==> src/rtl/neuron_buffer_sequencer.sv <==
// Ping-pong neuron buffer sequencer: streams read addresses for one layer pass,
// issues result writes LAT cycles later into the other buffer, then swaps roles.
module neuron_buffer_sequencer #(
  parameter int depth = 2,
  parameter int A     = 7,
  parameter int LAT   = 3
) (
  input  logic         clk,
  input  logic         reset,
  input  logic         start,
  input  logic [A-1:0] layerLength,
  input  logic         doPoolingIn,
  input  logic [A-1:0] ioAddress,
  input  logic         ioWrite,
  output logic         readBufferSelect,
  output logic         doPooling,
  output logic [A-1:0] readBuffAddress,
  output logic [A-1:0] writeBuffAddress,
  output logic         nRWrite,
  output logic         nWWrite,
  output logic         busy,
  output logic         done
);

  localparam logic [1:0] IDLE  = 2'd0;
  localparam logic [1:0] READ  = 2'd1;
  localparam logic [1:0] DRAIN = 2'd2;
  localparam logic [1:0] SWAP  = 2'd3;

  localparam logic [A-1:0] ONE = A'(1);

  logic [1:0]   state;
  logic [A-1:0] len_p0;
  logic [A-1:0] rd_cnt;
  logic [A-1:0] wr_cnt;
  logic [A-1:0] last_idx;
  logic [LAT-1:0] vld_p;
  logic         sel_r;
  logic         pool_r;
  logic         pushing;
  logic         wr_now;
  logic [LAT:0] vld_shift;

  assign last_idx  = len_p0 - ONE;
  assign pushing   = (state == READ);
  assign wr_now    = ((state == READ) || (state == DRAIN)) && vld_p[LAT-1];
  // vld_p[0] is the newest entry; the oldest bit drives the write strobe
  assign vld_shift = {vld_p, pushing};

  always_ff @(posedge clk) begin
    if (reset) begin
      state  <= IDLE;
      len_p0 <= '0;
      rd_cnt <= '0;
      wr_cnt <= '0;
      vld_p  <= '0;
      sel_r  <= 1'b0;
      pool_r <= 1'b0;
    end else begin
      case (state)
        IDLE: begin
          if (start && (layerLength != '0)) begin
            len_p0 <= layerLength;
            pool_r <= doPoolingIn;
            rd_cnt <= '0;
            wr_cnt <= '0;
            vld_p  <= '0;
            state  <= READ;
          end
        end
        READ: begin
          vld_p <= vld_shift[LAT-1:0];
          if (rd_cnt == last_idx) begin
            state <= DRAIN;
          end else begin
            rd_cnt <= rd_cnt + ONE;
          end
        end
        DRAIN: begin
          vld_p <= vld_shift[LAT-1:0];
        end
        default: begin
          sel_r <= ~sel_r;
          state <= IDLE;
        end
      endcase
      // Write side; the final write overrides any read-side transition
      if (wr_now) begin
        wr_cnt <= wr_cnt + ONE;
        if (wr_cnt == last_idx) begin
          state <= SWAP;
        end
      end
    end
  end

  always_comb begin
    readBuffAddress  = rd_cnt;
    nRWrite          = 1'b0;
    writeBuffAddress = wr_cnt;
    if (state == IDLE) begin
      readBuffAddress  = ioAddress;
      nRWrite          = ioWrite;
      writeBuffAddress = '0;
    end
  end

  assign nWWrite          = wr_now;
  assign busy             = (state != IDLE);
  assign done             = (state == SWAP);
  assign readBufferSelect = sel_r;
  assign doPooling        = pool_r;

endmodule

==> config.mk <==
export PLATFORM = sky130hd
export DESIGN_NAME = neuron_buffer_sequencer
export DESIGN_NICKNAME = d
export VERILOG_FILES = /design/src/rtl/neuron_buffer_sequencer.sv
export SDC_FILE = /design/constraint.sdc
export NUM_CORES = 1
export LEC_CHECK = 0
export ABC_AREA = 1
export BUFFER_PORTS_ARGS = -buffer_cell sky130_fd_sc_hd__buf_2
export CAP_MARGIN = 30
export CORE_MARGIN = 2
export CORE_UTILIZATION = 45
export CTS_CLUSTER_DIAMETER = 120
export DETAILED_ROUTE_END_ITERATION = 10
export GPL_TIMING_DRIVEN = 0
export PLACE_DENSITY = 0.68
export SYNTH_ARGS = -nofsm -noshare
export SYNTH_HDL_FRONTEND = slang
export SYNTH_SLANG_ARGS = --single-unit
==> constraint.sdc <==
create_clock -name clk -period 5.2 [get_ports clk]
set_input_delay 1.04 -clock clk [delete_from_list [all_inputs] [get_ports clk]]
set_output_delay 1.04 -clock clk [all_outputs]
set_load 0.005 [all_outputs]
==> run summary <==
Sw power -> 0.1880 mW
HP Class -> reg2reg
Pin count of the biggest net entering global routing -> 17
Vias per cell -> 4.982
Netlist cell types -> 27
Synthesized cell area -> 1867 um2
P_leak -> 0.9714 nW
Setup TNS -> 0 ns
Total track usage -> 21.36%
Asr flop ratio synth -> 0%
CTS Root Cell -> clkbuf_8
Adder-Cell Fraction of Synth Area -> 5.362%
Die area -> 4680 um2
Synthesis Warnings -> 0
Post-synthesis simple-gate area fraction -> 34.58%
Via count of the first global-routing pass -> 1612
Mapped Avg Cell Area -> 6.437 um2
Peak supply drop -> 0.1857 mV
Register bit total from synthesis -> 28
Worst Tran Pin Value -> 0.5619 ns
Clock Power Share -> 30.8%
Synth area leaders -> dfxtp_1, nand2_1, nand3_1, a21oi_1, inv_1
Final period utilization -> 56.28%
Antenna-violating nets left -> 0
Internal -> 0.3859 mW
Die Width -> 68.41 um
CTS tree -> yes
Largest family of logic cells by synthesized area -> simple AND/OR/NAND/NOR gates
Period minus WS final -> 2.927 ns
Setup violators final -> 0
R2r worst-path depth -> 15
Area leader, netlist -> dfxtp_1
DR vias -> 1898
Setup Crit Path Kind -> reg2out
Rel. slew slack -> 62.54%
Core area -> 4000 um2
Comb pwr share -> 27.8%
# rows -> 23
Final Total Pwr -> 0.5738 mW
Post-synthesis sequential area ratio -> 30.03%
Worst-path maximum fanout -> 10
Clk_lat worst skew -> 0.28 ns
CTS clk-pin slew, worst paths -> 0.10 ns
Fmax -> 341.7 MHz
Status -> completed
Final hold vios -> 0
Avg WL per Cell -> 11.89 um
Power per cell area -> 262.5 nW/um2
Hold Crit Depth -> 2
Final WL -> 4531 um
Synthesized Nets -> 317
Count leader, synth -> nand2_1
Htree depth -> 1
Seq pwr share -> 41.4%
Critical Path RT -> 4.16 ns
R2R setup slack -> 3.22 ns
Worst setup SP type -> flop
XOR/XNOR share of the synthesized area -> 5.630%
Area share of the largest cell type after synthesis -> 30.03%
Nets -> 359
Post-CTS Setup Repair Bufs -> 0
Fin. max-slew vios -> 0
Antenna cells -> 0
GPL Wtd Cong -> 0.9221
Clk buf depth -> 2
Gates resized, CTS repair -> 0
Hold buffers post-CTS -> 0
Sw Ratio -> 32.76%
Post-synthesis mux area share -> 0%
RSZ-0062 raised after global routing -> no
Cells after Synth -> 290
Max-capacitance violation count -> 0
Die Height -> 68.41 um
Residual DRC -> 0
# IOs -> 39
Top FF cell, synth -> dfxtp_1
Most frequent cells after synthesis -> nand2_1, inv_1, nand3_1
First-pass DRT Iterations -> 4
Total CTS buffers -> 3
Area growth syn-to-layout -> 17.09%
# port buffers -> 37
Global route total overflow -> 0
Clock sinks -> 28
Count of flip-flops with a built-in enable after synthesis -> 0
First-pass GRT wire length -> 7493 um
Synth Area in Compound Gates -> 14.88%
Initial antenna violation count -> 0
Clock skew -> 0.003391 ns
Starting Density -> 46.67%
CP Capture Type -> output port
Layout cells sized above 1 -> 17.82%
Initial DRC count -> 105
HPWL Detailed -> 3552 um
Worst EP arrival -> 1.89 ns
[worst max-delay path: stages, from the launching register on]
cell      delay [ns]
dfxtp_1         0.36
inv_1           0.11
ha_1            0.15
clkbuf_1        0.30
clkbuf_1        0.38
nand2_1         0.09
o21ai_0         0.09
buf_2           0.14
[metrics by stage]
stage	utilization [%]	cells	area, um2	worst slack [ns]	hold WS, ns
2_1_floorplan	-	290	1867	2.942	0.4398
3_3_place_gp	52.86	377	2115	2.600	0.4299
3_5_place_dp	52.86	377	2115	2.585	0.4368
4_1_cts	54.64	381	2186	2.248	0.4527
5_1_grt	54.64	381	2186	2.042	0.4874
6_report	54.64	381	2186	2.273	0.4462
[layout by cell type (no fill, tap or decap), drive strengths merged]
master	instances
ha	8
o2111ai	2
clkinv	1
clkbuf	11
xor2	11
buf	40
xnor2	1
nor2	32
o21ai	21
bufinv	1
a221oi	1
nand3	31
inv	34
nand4	6
nand2	72
nor3	4
dfxtp	28
a21oi	27
[layout make-up]
cell class,count,area [um2]
Buffer,11,46.29
Clock buffer,3,41.29
Clock inverter,1,30.03
Fill cell,419,1814
Inverter,35,131.4
Multi-Input combinational cell,216,1129
Sequential cell,28,560.5
Tap cell,50,62.56
Timing Repair Buffer,37,185.2
[logic make-up after synthesis]
kind of cell,Yosys count
XOR/XNOR,12
buffers and inverters,46
adder cells (fa/ha/maj),8
AO/OA/AOI/OAI,51
flip-flops,28
AND/OR/NAND/NOR,145
[state kept, by name, summed over array words and instances (netlist names)]
name and cells:
rd_cnt 7, readBufferSelect 1, wr_cnt 7, state 2, vld_p 3, len_p0 7, doPooling 1
[worst paths after layout]
path	from	endpoint
max	state[0]	readBuffAddress[0]
min	doPooling	doPooling
min reg2reg	doPooling	doPooling
max reg2reg	len_p0[0]	rd_cnt[1]
[layer usage]
metal,vias to the layer above,global-route usage [%],share of wire [%]
met5,-,0,0
met2,38,34.13,46
li1,1025,-,-
met1,830,29.19,48
met4,0,6.250,1.2
met3,5,3.783,5.3
[power by group through the flow]
stage	sequential (mW)	clock (mW)	combinational, mW
after CTS	0.238	0.183	0.160
after global routing	0.240	0.187	0.182
after floorplan	0.240	0	0.118
after global placement	0.243	0	0.157
final	0.238	0.177	0.159
after detailed placement	0.243	0	0.160
Note: power is estimated with default switching activity, not from simulation.
